**config.mk**
```make
export PLATFORM = sky130hd
export DESIGN_NAME = fu_issue_sequencer
export DESIGN_NICKNAME = d
export VERILOG_FILES = /design/src/rtl/fu_issue_sequencer_pkg.sv /design/src/rtl/fu_seq_fifo.sv /design/src/rtl/fu_issue_sequencer.sv
export SDC_FILE = /design/constraint.sdc
export NUM_CORES = 1
export LEC_CHECK = 0
export BUFFER_PORTS_ARGS = -buffer_cell sky130_fd_sc_hd__buf_2
export CAP_MARGIN = 15
export CORE_MARGIN = 2
export CORE_UTILIZATION = 35
export DETAILED_ROUTE_END_ITERATION = 6
export GPL_ROUTABILITY_DRIVEN = 0
export PLACE_DENSITY_LB_ADDON = 0.25
export SYNTH_ARGS = -nofsm -noshare
export SYNTH_HDL_FRONTEND = slang
export SYNTH_SLANG_ARGS = --single-unit
```
**constraint.sdc**
```tcl
create_clock -name clk -period 4.4 [get_ports clk]
set_clock_uncertainty 0.1 [all_clocks]
set_input_delay 0.44 -clock clk [delete_from_list [all_inputs] [get_ports clk]]
set_output_delay 0.44 -clock clk [all_outputs]
set_load 0.02 [all_outputs]
```
**src/rtl/fu_issue_sequencer_pkg.sv**
```systemverilog
// Shared constants, opcode encodings and sequencer state type for the single-FU
// burst issue sequencer.
package fu_issue_sequencer_pkg;

    localparam int DATA_W      = 16;
    localparam int INST_W      = 24;
    localparam int IMEM_AW     = 4;
    localparam int RF_AW       = 6;
    localparam int PIPE_LAT    = 4;
    localparam int OFIFO_DEPTH = 8;

    localparam logic [5:0] OP_ADD  = 6'h01;
    localparam logic [5:0] OP_SUB  = 6'h02;
    localparam logic [5:0] OP_MUL  = 6'h03;
    localparam logic [5:0] OP_ADDI = 6'h04;
    localparam logic [5:0] OP_SUBI = 6'h05;
    localparam logic [5:0] OP_MULI = 6'h06;

    typedef enum logic [1:0] {
        ST_IDLE  = 2'd0,
        ST_LOAD  = 2'd1,
        ST_ISSUE = 2'd2,
        ST_DRAIN = 2'd3
    } seq_state_e;

    // Instruction layout: opcode[23:18] dst[17:12] src1[11:6] src2/imm[5:0]
    function automatic logic [INST_W-1:0] make_inst(input logic [5:0] op,
                                                    input logic [5:0] dst,
                                                    input logic [5:0] src1,
                                                    input logic [5:0] src2);
        return {op, dst, src1, src2};
    endfunction

endpackage

```
**src/rtl/fu_seq_fifo.sv**
```systemverilog
// Synchronous result FIFO with occupancy count; pop on empty is ignored and
// overflow is guarded by the sequencer's issue credit.
module fu_seq_fifo #(
    parameter int DATA_W = 16,
    parameter int DEPTH  = 8
) (
    input  logic                     clk,
    input  logic                     rst_n,
    input  logic                     i_push,
    input  logic [DATA_W-1:0]        i_wdata,
    input  logic                     i_pop,
    output logic [DATA_W-1:0]        o_rdata,
    output logic [$clog2(DEPTH):0]   o_count,
    output logic                     o_empty
);

    localparam int AW = $clog2(DEPTH);
    localparam logic [AW:0] FULL_CNT = (AW+1)'(DEPTH);

    logic [DATA_W-1:0] r_mem [DEPTH];
    logic [AW-1:0]     r_wr_ptr;
    logic [AW-1:0]     r_rd_ptr;
    logic [AW:0]       r_count;
    logic              w_pop;

    assign w_pop   = i_pop && (r_count != '0);
    assign o_rdata = r_mem[r_rd_ptr];
    assign o_count = r_count;
    assign o_empty = (r_count == '0);

    // NOTE: storage has no reset; only pointers and count define what is valid.
    always_ff @(posedge clk) begin
        if (i_push) r_mem[r_wr_ptr] <= i_wdata;
    end

    always_ff @(posedge clk or negedge rst_n) begin
        if (!rst_n) begin
            r_wr_ptr <= '0;
            r_rd_ptr <= '0;
            r_count  <= '0;
        end else begin
            if (i_push) r_wr_ptr <= r_wr_ptr + AW'(1);
            if (w_pop)  r_rd_ptr <= r_rd_ptr + AW'(1);
            if (i_push && !w_pop)      r_count <= r_count + (AW+1)'(1);
            else if (!i_push && w_pop) r_count <= r_count - (AW+1)'(1);
        end
    end

    always_ff @(posedge clk) begin
        if (rst_n) assert (!(i_push && !w_pop && r_count == FULL_CNT));
    end

endmodule

```
**src/rtl/fu_issue_sequencer.sv**
```systemverilog
// Burst scheduler: loads samples into the FU register file, issues a programmed
// instruction list under output-FIFO credit, and collects fixed-latency results.
module fu_issue_sequencer #(
    parameter int DATA_W      = fu_issue_sequencer_pkg::DATA_W,
    parameter int INST_W      = fu_issue_sequencer_pkg::INST_W,
    parameter int IMEM_AW     = fu_issue_sequencer_pkg::IMEM_AW,
    parameter int RF_AW       = fu_issue_sequencer_pkg::RF_AW,
    parameter int PIPE_LAT    = fu_issue_sequencer_pkg::PIPE_LAT,
    parameter int OFIFO_DEPTH = fu_issue_sequencer_pkg::OFIFO_DEPTH
) (
    input  logic               clk,
    input  logic               rst_n,
    input  logic               i_prog_we,
    input  logic [IMEM_AW-1:0] i_prog_addr,
    input  logic [INST_W-1:0]  i_prog_data,
    output logic               o_prog_err,
    input  logic [RF_AW:0]     i_cfg_nsamp,
    input  logic [IMEM_AW:0]   i_cfg_ninst,
    input  logic               i_start,
    output logic               o_busy,
    output logic               o_done,
    input  logic               i_s_valid,
    output logic               o_s_ready,
    input  logic [DATA_W-1:0]  i_s_data,
    output logic               o_rf_we,
    output logic [RF_AW-1:0]   o_rf_waddr,
    output logic [DATA_W-1:0]  o_rf_wdata,
    output logic [INST_W-1:0]  o_inst,
    output logic               o_inst_v,
    input  logic [DATA_W-1:0]  i_fu_result,
    output logic               o_m_valid,
    input  logic               i_m_ready,
    output logic [DATA_W-1:0]  o_m_data
);

    import fu_issue_sequencer_pkg::*;

    localparam int CNT_W = $clog2(OFIFO_DEPTH) + 1;
    localparam int OUT_W = $clog2(PIPE_LAT + 2);
    localparam int SUM_W = ((CNT_W > OUT_W) ? CNT_W : OUT_W) + 1;

    seq_state_e          r_state, w_next;
    logic [INST_W-1:0]   r_imem [2**IMEM_AW];
    logic [RF_AW:0]      r_nsamp, r_scnt;
    logic [IMEM_AW:0]    r_ninst, r_pc;
    logic [INST_W-1:0]   r_inst;
    logic                r_inst_v, r_done, r_prog_err;
    logic [PIPE_LAT-1:0] r_lat;

    logic                w_busy, w_s_ready, w_start, w_accept, w_issue;
    logic                w_last_sample, w_last_inst, w_credit_ok, w_drained;
    logic [OUT_W-1:0]    w_outstanding;
    logic [SUM_W-1:0]    w_used;
    logic [CNT_W-1:0]    w_fifo_count;
    logic                w_fifo_empty;
    logic [DATA_W-1:0]   w_fifo_head;

    fu_seq_fifo #(.DATA_W(DATA_W), .DEPTH(OFIFO_DEPTH)) u_ofifo (
        .clk     (clk),
        .rst_n   (rst_n),
        .i_push  (r_lat[PIPE_LAT-1]),
        .i_wdata (i_fu_result),
        .i_pop   (i_m_ready),
        .o_rdata (w_fifo_head),
        .o_count (w_fifo_count),
        .o_empty (w_fifo_empty)
    );

    // Issued-but-not-yet-captured results: the inst_v register plus the latency taps.
    always_comb begin
        w_outstanding = OUT_W'(r_inst_v);
        for (int i = 0; i < PIPE_LAT; i++) w_outstanding = w_outstanding + OUT_W'(r_lat[i]);
    end

    assign w_used        = SUM_W'(w_fifo_count) + SUM_W'(w_outstanding);
    assign w_credit_ok   = (w_used < SUM_W'(OFIFO_DEPTH));
    assign w_drained     = (w_outstanding == '0) && w_fifo_empty;
    assign w_last_sample = ((r_scnt + (RF_AW+1)'(1)) == r_nsamp);
    assign w_last_inst   = ((r_pc + (IMEM_AW+1)'(1)) == r_ninst);

    always_ff @(posedge clk or negedge rst_n) begin
        if (!rst_n) r_state <= ST_IDLE;
        else        r_state <= w_next;
    end

    // NOTE: combinational processes use blocking assignments with a default first.
    always_comb begin
        w_next = r_state;
        unique case (r_state)
            ST_IDLE: if (i_start) begin
                if (i_cfg_nsamp != '0)      w_next = ST_LOAD;
                else if (i_cfg_ninst != '0) w_next = ST_ISSUE;
                else                        w_next = ST_DRAIN;
            end
            ST_LOAD: if (w_accept && w_last_sample)
                w_next = (r_ninst != '0) ? ST_ISSUE : ST_DRAIN;
            ST_ISSUE: if (w_issue && w_last_inst) w_next = ST_DRAIN;
            ST_DRAIN: if (w_drained) w_next = ST_IDLE;
            default:  w_next = ST_IDLE;
        endcase
    end

    always_comb begin
        w_busy    = (r_state != ST_IDLE);
        w_s_ready = (r_state == ST_LOAD);
        w_start   = (r_state == ST_IDLE) && i_start;
        w_accept  = w_s_ready && i_s_valid;
        w_issue   = (r_state == ST_ISSUE) && w_credit_ok;
    end

    always_ff @(posedge clk) begin
        if (i_prog_we && !w_busy) r_imem[i_prog_addr] <= i_prog_data;
    end

    always_ff @(posedge clk or negedge rst_n) begin
        if (!rst_n) begin
            r_nsamp    <= '0;
            r_ninst    <= '0;
            r_scnt     <= '0;
            r_pc       <= '0;
            r_inst     <= '0;
            r_inst_v   <= 1'b0;
            r_lat      <= '0;
            r_done     <= 1'b0;
            r_prog_err <= 1'b0;
        end else begin
            if (w_start) begin
                r_nsamp <= i_cfg_nsamp;
                r_ninst <= i_cfg_ninst;
                r_scnt  <= '0;
                r_pc    <= '0;
            end
            if (w_accept) r_scnt <= r_scnt + (RF_AW+1)'(1);
            if (w_issue) begin
                r_pc   <= r_pc + (IMEM_AW+1)'(1);
                r_inst <= r_imem[r_pc[IMEM_AW-1:0]];
            end
            r_inst_v <= w_issue;
            r_lat    <= {r_lat[PIPE_LAT-2:0], r_inst_v};
            r_done   <= (r_state == ST_DRAIN) && w_drained;
            if (w_start)                  r_prog_err <= 1'b0;
            else if (i_prog_we && w_busy) r_prog_err <= 1'b1;
        end
    end

    assign o_busy     = w_busy;
    assign o_done     = r_done;
    assign o_prog_err = r_prog_err;
    assign o_s_ready  = w_s_ready;
    assign o_rf_we    = w_accept;
    assign o_rf_waddr = w_accept ? r_scnt[RF_AW-1:0] : '0;
    assign o_rf_wdata = w_accept ? i_s_data : '0;
    assign o_inst     = r_inst;
    assign o_inst_v   = r_inst_v;
    assign o_m_valid  = !w_fifo_empty;
    assign o_m_data   = w_fifo_empty ? '0 : w_fifo_head;

endmodule

```
==> results.toml, run 1 <==
[clock_tree]
postCtsSetupBuffers = 0
cts_root_buf = "clkbuf_16"
cts.sink_count = 579
clockBufferDepth = 3
cts_tree = "done"
ctsHtreeMaxLevel = 2
clk_latency_ns = 0.64
clk_pin_slew_ns = 0.07
numCtsBuffers = 61

[cells_and_area]
drive_gt1_share_pct = 35.7
nFillCells = 5654
nNetsFinal = 1383
area_growth_pct = 19.4
stdcell_area_mm2 = 0.0271

[yosys]
ys.flop_type = "edfxtp_1"
synth.avg_cell_area_um2 = 21.4
ys_top_cells_by_area = "edfxtp_1, mux4_2, dfrtp_1"
synth-adder-area-share_pct = 1.09
yosys.area_share.xor_xnor_pct = 1.00
syn_inst = 1062
synth_top_area_share_pct = 67.6
synth_mux_area_share_pct = 17.8
synth_most_common_cell = "edfxtp_1"
synth_compound_area_share_pct = 1.11
syn_area_mm2 = 0.0227
ys_warn_count = 0
synth_common_cells = "edfxtp_1, mux4_2, dfrtp_1"
synth_edf_count = 512
synth_top_area_cell = "edfxtp_1"
async_reset_ff_share_pct = 11.6
yosys.area_share.simple_pct = 2.79
synth_fp_nets = 1158
ys_types = 48
synth_top_family_by_area = "multiplexers"
ys_seq_elements = 579
yosysSeqAreaShare_pct = 75.0

[floorplanning]
initial_core_util_pct = 35.3
die_y_um = 259
rows = 93
fp.dieW_um = 259
die_area_mm2 = 0.0670
core-area_mm2 = 0.0643
ios = 147

[global_routing]
grt_start_max_net_pins = 64
antenna_found_initial = 4
track_usage_pct = 15.5
grt_pass1_vias = 11900
gr-total-overflow = 0
grt_pass1_wl_mm = 76.9

[power]
power.leakage_nw = 9.21
p_per_area_mw_per_mm2 = 584
max-vdd-ir-drop_uv = 395
total_power_mw = 15.8

[place]
place_area_mm2 = 0.0248
portBuffers = 146
dp_hpwl_mm = 28.1
pre_cts_ws_ns = 1.05

[routing]
drt_iter0_markers = 830
dr.pass1.iters = 7
wirelength_mm = 51.3
avgViaCountPerCell = 5.03
drc = 0
routedWlPerCell_um = 23.3
ant_nets = 0
vias = 11000

[timing]
period_minus_slack_ns = 3.33
max_freq_mhz = 301
setup_viol = 0
setup_tns_ns = 0
finalHoldViolations = 0
fin_crit_sh_pct = 75.6
max_slew_margin_pct = 23.6
rsz0062_at_grt = "false"
slew_violations = 0
worst_slew_pin_slew_ns = 1.15
fin_ws_ns = 1.07

[worst_setup_path]
arrival_ns = 3.70
max_stage_delay_ns = 0.49
r2r_start = "o_inst_v$_DFF_PN0_"
startpoint = "o_inst_v$_DFF_PN0_"
path_class = "reg2reg"
cp_cell_sequence = "inv_1 -> fa_1 -> fa_1 -> inv_1 -> ha_1 -> ha_1 -> a211oi_1 -> nand2_1 -> o41ai_1 -> nand3_1 -> mux2_4"
cp.required_ns = 4.77
end_kind = "flop"
cpMaxStageDelayCell = "fa_1"
startpoint_type = "flop"
critPathMaxFanout = 3

[hold_path]
hold_class = "in2reg"
holdCritStartpoint = "i_prog_data[10]"

[flow_run]
cap_violations = 0

[run_status]
status = "finished, final reports clean"
-- where the power goes --
group | internal, mW | switching, mW | total, mW
logic | 1.85 | 1.91 | 3.76
registers | 6.40 | 0.467 | 6.86
clock network | 3.09 | 2.13 | 5.22
-- per-stage QoR --
stage / util (%) / hold WS, ns / instances
2_1_floorplan: - / 0.0444 / 1062
3_5_place_dp: 38.5 / 0.260 / 2048
5_1_grt: 42.2 / 0.0594 / 2195
4_1_cts: 42.2 / 0.0289 / 2195
6_report: 42.2 / 0.0778 / 2196
3_3_place_gp: 38.5 / 0.263 / 2048
-- state kept, by name, summed over array words and instances, names as in the netlist, 3 cells and up --
register and count:
o_inst 24, r_imem 384, r_lat 4, r_ninst 5, r_nsamp 7, r_pc 5, r_scnt 7, u_ofifo.o_count 4
u_ofifo.r_mem 128, u_ofifo.r_rd_ptr 3, u_ofifo.r_wr_ptr 3
-- critical path, delay by kind of cell (launching register included) --
| kind | cells | cell delay (ns) |
|---|---|---|
| simple gates | 2 | 0.29 |
| buf+inv | 2 | 0.12 |
| fa+ha+maj | 4 | 1.28 |
| mux | 1 | 0.33 |
| compound gates | 2 | 0.73 |
| flops | 1 | 0.35 |
-- layer usage --
| layer | GRT usage (%) | wire, um | up-vias |
|---|---|---|---|
| met5 | 0 | 29 | - |
| met1 | 19.9 | 21700 | 5880 |
| met4 | 3.73 | 837 | 4 |
| met2 | 27.3 | 26300 | 245 |
| li1 | - | - | 4835 |
| met3 | 2.75 | 2410 | 71 |
-- repair_timing --
item,CTS,global route
hold endpoints to repair,175,0
endpoints found under the setup margin,0,0
resized for setup,0,0
hold buffers,31,0
-- final timing paths --
kind                       slack, ns                         endpoint  cells past startpoint
max                             1.07           r_state[1]$_DFFE_PN0P_                     11
min                             0.08          r_imem[2][10]$_DFFE_PP_                      1
max reg2reg                     1.07           r_state[1]$_DFFE_PN0P_                     11
min reg2reg                     0.27               r_lat[3]$_DFF_PN0_                      0
max in group asynchronous       2.92           r_ninst[0]$_DFFE_PN0P_                      3
min in group asynchronous       0.36  u_ofifo.r_rd_ptr[2]$_DFFE_PN0P_                      2
-- cell families (layout without fill, tap and decap cells) --
logic type      after synthesis  in the layout
simple gates                124            124
other cells                   0              1
compound gates               38             38
mux                         209            209
xor+xnor                     26             26
fa+ha+maj                    18             18
flops                       579            579
buf+inv                      68            346
-- cell type report --
type	count	area [um2]	share of cell area [%]
clock buffer	88	1730	6.36
inverter	18	67.6	0.249
tap	855	1070	3.94
clock inverter	28	343	1.26
timing repair buffer	212	1330	4.90
multi-input combinational	415	5550	20.4
antenna	1	2.50	0.00922
sequential	579	17100	62.8
-- placed cells by master, fill, tap and decap left out, types with 5 or more instances in the layout --
master and count:
clkinv_2 6, buf_4 34, edfxtp_1 512, nor2_4 12, mux2_1 13, clkbuf_16 61, clkinv_1 10, ha_1 15
buf_2 145, nand3_1 9, nand2_1 20, mux4_2 152, nor2_1 31, inv_1 14, xnor2_1 15, o21ai_1 12
clkbuf_8 10, dlygate4sd3_1 31, mux2_2 26, dfrtp_1 63, xor2_1 11, and3_1 24, clkbuf_1 17, o31ai_1 5
nand2b_1 5, bufinv_16 6, mux2i_1 17
Power figures use the tool's default switching activity.
==> run 2: changes to the inputs <==
Settings changed: ABC_AREA set to 1.
Clock period 4.4 ns to 3 ns, I/O delays scaled along.
==> results.toml, run 2 <==
[run_status]
status = "finished, final reports clean"

[routing]
vias = 15300
drc = 0
dr.pass1.iters = 5
wirelength_mm = 62.0
routedWlPerCell_um = 20.6
ant_nets = 0
drt_iter0_markers = 1429
avgViaCountPerCell = 5.10

[worst_setup_path]
rrSetupSlack_ns = 0.17
startpoint_type = "flop"
reg2regPathDepth = 15
path_class = "reg2reg"
arrival_ns = 3.27
cpMaxStageDelayCell = "fa_1"
max_stage_delay_ns = 0.50
startpoint = "o_inst_v$_DFF_PN0_"
end_kind = "flop"
r2r-end = "o_inst[11]$_DFFE_PN0P_"
critPathMaxFanout = 8
r2r_start = "o_inst_v$_DFF_PN0_"
critPathMostFrequentCell = "nand2_1"
crit_family = "adder cells"
cp_cell_sequence = "inv_1 -> fa_1 -> fa_2 -> inv_2 -> ha_4 -> ha_1 -> nand3_1 -> nand2_1 -> nand2_1 -> nand2_2 -> buf_4 -> inv_8 -> buf_12 -> nor2_1 -> a31oi_1"
cp_num_buf_inv = 5
cp.required_ns = 3.44

[timing]
period_minus_slack_ns = 2.83
rsz0062_at_grt = "false"
slew_violations = 0
setup_viol = 0
finalHoldViolations = 0
fin_ws_ns = 0.167
max_slew_margin_pct = 40.0
fin_crit_sh_pct = 94.4
setup_tns_ns = 0
max_freq_mhz = 353
fin_hold_ws_ns = 0.111
worst_slew_pin_slew_ns = 0.901

[power]
total_power_mw = 24.2
p_per_area_mw_per_mm2 = 865
max-vdd-ir-drop_uv = 593
power.leakage_nw = 10.0

[yosys]
ys_warn_count = 0
syn_area_mm2 = 0.0233
synth_edf_count = 512
async_reset_ff_share_pct = 11.6
ys_seq_elements = 579
synth_common_cells = "edfxtp_1, nor2_1, o21ai_0"
yosysSeqAreaShare_pct = 73.2
ys_top_cells_by_area = "edfxtp_1, dfrtp_1, o21ai_0"
synth_most_common_cell = "edfxtp_1"
synth_fp_nets = 1973
ys_types = 31
ys.flop_type = "edfxtp_1"
synth_top_area_share_pct = 66.0
syn_inst = 1877
synth_top_area_cell = "edfxtp_1"
synth.avg_cell_area_um2 = 12.4

[global_routing]
grt_pass1_vias = 14900
grt_start_max_net_pins = 106
antenna_found_initial = 1
track_usage_pct = 17.7
gr-total-overflow = 0
grt_pass1_wl_mm = 92.0

[floorplanning]
die_area_mm2 = 0.0687
fp.dieW_um = 262
die_y_um = 262
initial_core_util_pct = 35.4
core-area_mm2 = 0.0659
rows = 94
ios = 147

[clock_tree]
clk_pin_slew_ns = 0.07
cts.sink_count = 579
cts_tree = "done"
clockBufferDepth = 3
numCtsBuffers = 58
clk_latency_ns = 0.63
cts_root_buf = "clkbuf_16"
ctsHtreeMaxLevel = 2

[cells_and_area]
final_cell_mix = "edfxtp_1, nor2_1, o21ai_0"
stdcell_area_mm2 = 0.0280
largest_register = "r_imem"
area_growth_pct = 20.1
nFillCells = 6093
drive_gt1_share_pct = 15.8
antennaDiodeCount = 0
final_common_cell = "edfxtp_1"
nNetsFinal = 2187
largest_register_ffs = 384

[hold_path]
whs_path_depth = 6
holdCritStartpoint = "i_start"
holdPathEnd = "r_state[0]$_DFFE_PN0P_"
hold_class = "in2reg"

[place]
portBuffers = 146
pre_cts_ws_ns = 0.0822
place_area_mm2 = 0.0253
dp_hpwl_mm = 34.4

[flow_run]
cap_violations = 0
==> run 2: final cells by class <==
type / count / area, um2 / area share, %
clock buffers: 71 / 1550 / 5.54
clock inverters: 38 / 438 / 1.56
inverters: 83 / 322 / 1.15
multi-input cells: 1100 / 5540 / 19.8
flip-flops and latches: 579 / 17100 / 60.9
well taps: 864 / 1080 / 3.86
repair buffers: 269 / 2000 / 7.16
==> run 2: routing by layer <==
layer  global-route usage [%]  part of all wire (%)  routed length (um)
met5                        0                 0.021                  13
met4                     5.35                   2.6                1620
met3                     2.70                   5.4                3340
met2                     28.4                    47               29200
met1                     24.7                    45               27800
==> run 2: cells by family (layout without fill, tap and decap cells) <==
family	after synthesis	count (layout)	synth area share [%]
XOR/XNOR	7	7	0.263
buffers and inverters	198	461	3.67
adder cells (fa/ha/maj)	18	18	1.06
AO/OA/AOI/OAI	466	466	11.5
AND/OR/NAND/NOR	609	609	10.3
flip-flops	579	579	73.2
==> run 2: worst max-delay path by stage <==
stage          cells past startpoint                endpoint
4_1_cts                           15   o_inst[9]$_DFFE_PN0P_
2_1_floorplan                     14   o_inst[0]$_DFFE_PN0P_
3_5_place_dp                      15  o_inst[22]$_DFFE_PN0P_
3_3_place_gp                      15  o_inst[22]$_DFFE_PN0P_
5_1_grt                            7             o_m_data[3]
6_report                          15  o_inst[11]$_DFFE_PN0P_
==> run 2: power by group <==
group          leakage [nW]  internal, mW  switching, mW  total (mW)
combinational          3.60          2.26           4.73        6.99
clock                 0.975          4.38           3.13        7.52
sequential             5.44          9.32          0.380        9.70
total                  10.0          16.0           8.24        24.2
==> run 2: through the flow <==
step | utilization (%) | std cells
2_1_floorplan | - | 1877
3_3_place_gp | 38.5 | 2835
3_5_place_dp | 38.5 | 2835
4_1_cts | 42.3 | 3000
5_1_grt | 42.5 | 3004
6_report | 42.5 | 3004
==> run 2: timing repair <==
action,4_1_cts,5_1_grt
endpoints found under the hold margin,585,0
cloned,0,3
pin swaps,0,4
endpoints found under the setup margin,1,27
resized for setup,1,8
hold buffers,56,0
buffers inserted,0,1
==> run 2: worst min-delay path: stages <==
cell and delay, ns:
buf_2 0.10, o21ai_0 0.09, a21oi_2 0.13, nand2_1 0.09
nand2_1 0.06, nand2_1 0.04
==> run 3: changes to the inputs <==
Settings changed: SYNTH_HIERARCHICAL set to 1.
==> results.toml, run 3 <==
[yosys]
ys_warn_count = 6
synth-adder-area-share_pct = 1.03
yosysSeqAreaShare_pct = 71.2
synth_compound_area_share_pct = 7.76
async_reset_ff_share_pct = 11.6
ys.flop_type = "edfxtp_1"
syn_area_mm2 = 0.0239
synth_mux_area_share_pct = 0
ys_top_cells_by_area = "edfxtp_1, nand2_1, dfrtp_1"
synth_top_area_share_pct = 64.2
synth_top_area_cell = "edfxtp_1"
yosys.area_share.xor_xnor_pct = 0.183
synth_fp_nets = 2210
synth_top_family_by_area = "simple AND/OR/NAND/NOR gates"
synth_edf_count = 512
yosys.area_share.simple_pct = 15.1
synth_most_common_cell = "edfxtp_1"
ys_types = 30
syn_inst = 2114
ys_seq_elements = 579
synth_common_cells = "edfxtp_1, nand2_1, nor2_1"
synth.avg_cell_area_um2 = 11.3

[floorplanning]
rows = 95
ios = 147
die_area_mm2 = 0.0705
core-area_mm2 = 0.0674
initial_core_util_pct = 35.5
die_y_um = 266
fp.dieW_um = 266

[global_routing]
grt_pass1_wl_mm = 93.3
antenna_found_initial = 1
grt_start_max_net_pins = 67
grt_pass1_vias = 15600
gr-total-overflow = 0
track_usage_pct = 17.2

[clock_tree]
numCtsBuffers = 60
clk_latency_ns = 0.65
clk_pin_slew_ns = 0.06
clockBufferDepth = 3
cts_root_buf = "clkbuf_16"
cts.sink_count = 579
ctsHtreeMaxLevel = 2
cts_tree = "done"

[place]
dp_hpwl_mm = 35.9
place_area_mm2 = 0.0261
place_inst = 3088
portBuffers = 146

[worst_setup_path]
cp.depth = 14
path_class = "reg2reg"
max_stage_delay_ns = 0.43
startpoint_type = "flop"
cpMaxStageDelayCell = "fa_1"
reg2regPathDepth = 14
arrival_ns = 3.19
cp.required_ns = 3.39
critPathMostFrequentCell = "nand2_1"
critPathMaxFanout = 11
end_kind = "flop"
cp_cell_sequence = "inv_2 -> fa_1 -> fa_2 -> inv_2 -> ha_4 -> ha_4 -> nand3_1 -> nand2_1 -> nand2_1 -> nand2_2 -> inv_1 -> buf_4 -> nand3_1 -> nand2_1"
cp_num_buf_inv = 4
crit_family = "adder cells"

[power]
combPwrFrac_pct = 29.0
p_sw_share_pct = 34.1
max-vdd-ir-drop_uv = 549
total_power_mw = 24.5
seqPwrFrac_pct = 39.9
p_sw_mw = 8.35
p_per_area_mw_per_mm2 = 852
power.leakage_nw = 11.1
pwr-share-clk_pct = 31.2
p_int_mw = 16.2

[routing]
vias = 16100
dr.pass1.iters = 5
avgViaCountPerCell = 4.95
drc = 0
ant_nets = 0
routedWlPerCell_um = 18.9
wirelength_mm = 61.5
drt_iter0_markers = 1464

[cells_and_area]
final_common_cell = "edfxtp_1"
largest_register = "r_imem"
stdcell_area_mm2 = 0.0288
final_cells = 3259
final_cell_mix = "edfxtp_1, nand2_1, nor2_1"
area_growth_pct = 20.1
antennaDiodeCount = 0
nNetsFinal = 2431
drive_gt1_share_pct = 14.2
largest_register_ffs = 384

[timing]
slew_violations = 0
fin_hold_ws_ns = 0.0301
setup_viol = 0
setup_tns_ns = 0
worst_slew_pin_slew_ns = 0.722
finalHoldViolations = 0
fin_crit_sh_pct = 93.6
max_freq_mhz = 356
period_minus_slack_ns = 2.81
max_slew_margin_pct = 51.8

[flow_run]
cap_violations = 0

[run_status]
status = "finished, final reports clean"

[hold_path]
hold_class = "in2reg"
whs_path_depth = 4
-- run 3: through the flow --
step	utilization (%)	worst slack (ns)
finish	42.7	0.192
global route	42.7	-0.00164
global placement	38.7	0.116
detailed placement	38.7	0.110
floorplan	-	0.0602
CTS	42.6	0.0226
-- run 3: layout make-up --
class	instances	area [um2]
fillers	6264	38600
flip-flops and latches	579	17100
multi-input cells	1260	5900
repair buffers	270	2040
clock buffers	77	1580
well taps	873	1090
inverters	164	618
clock inverters	36	465
-- run 3: layer usage --
metal	track usage, %	vias to the layer above	routed length, um
li1	-	7705	-
met1	24.0	7956	28300
met2	28.3	394	29000
met3	2.64	82	3150
met4	3.99	2	1080
met5	0	-	13
-- run 3: cell families after synthesis --
kind of cell | after synthesis
flops | 579
fa+ha+maj | 18
simple gates | 907
compound gates | 330
xor+xnor | 5
buf+inv | 275
-- run 3: power by group through the flow --
| stage | Combinational (mW) | Clock, mW | Sequential, mW |
|---|---|---|---|
| final | 7.09 | 7.63 | 9.77 |
| after global routing | 7.99 | 8.09 | 9.83 |
| after CTS | 6.98 | 7.79 | 9.83 |
| after detailed placement | 6.90 | 0 | 9.98 |
| after global placement | 6.78 | 0 | 9.98 |
| after floorplan | 4.67 | 0 | 9.90 |
-- run 3: worst paths after layout --
path | end | slack (ns) | from
min in group asynchronous | r_nsamp[1]$_DFFE_PN0P_ | 0.14 | rst_n
min | r_nsamp[6]$_DFFE_PN0P_ | 0.03 | i_start
max reg2reg | o_inst[23]$_DFFE_PN0P_ | 0.19 | o_inst_v$_DFF_PN0_
min reg2reg | r_lat[1]$_DFF_PN0_ | 0.24 | r_lat[0]$_DFF_PN0_
max in group asynchronous | o_inst[7]$_DFFE_PN0P_ | 1.92 | rst_n
max | o_inst[23]$_DFFE_PN0P_ | 0.19 | o_inst_v$_DFF_PN0_
-- run 3: repair_timing --
action	CTS	global route
hold endpoints to repair	560	0
resized for setup	0	8
setup buffers	0	2
hold buffers	56	0
setup endpoints to repair	0	38
-- run 3: worst min-delay path: stages --
cell and delay (ns):
buf_2 0.09, nand2_1 0.17, nand2_1 0.11, nand2_1 0.05
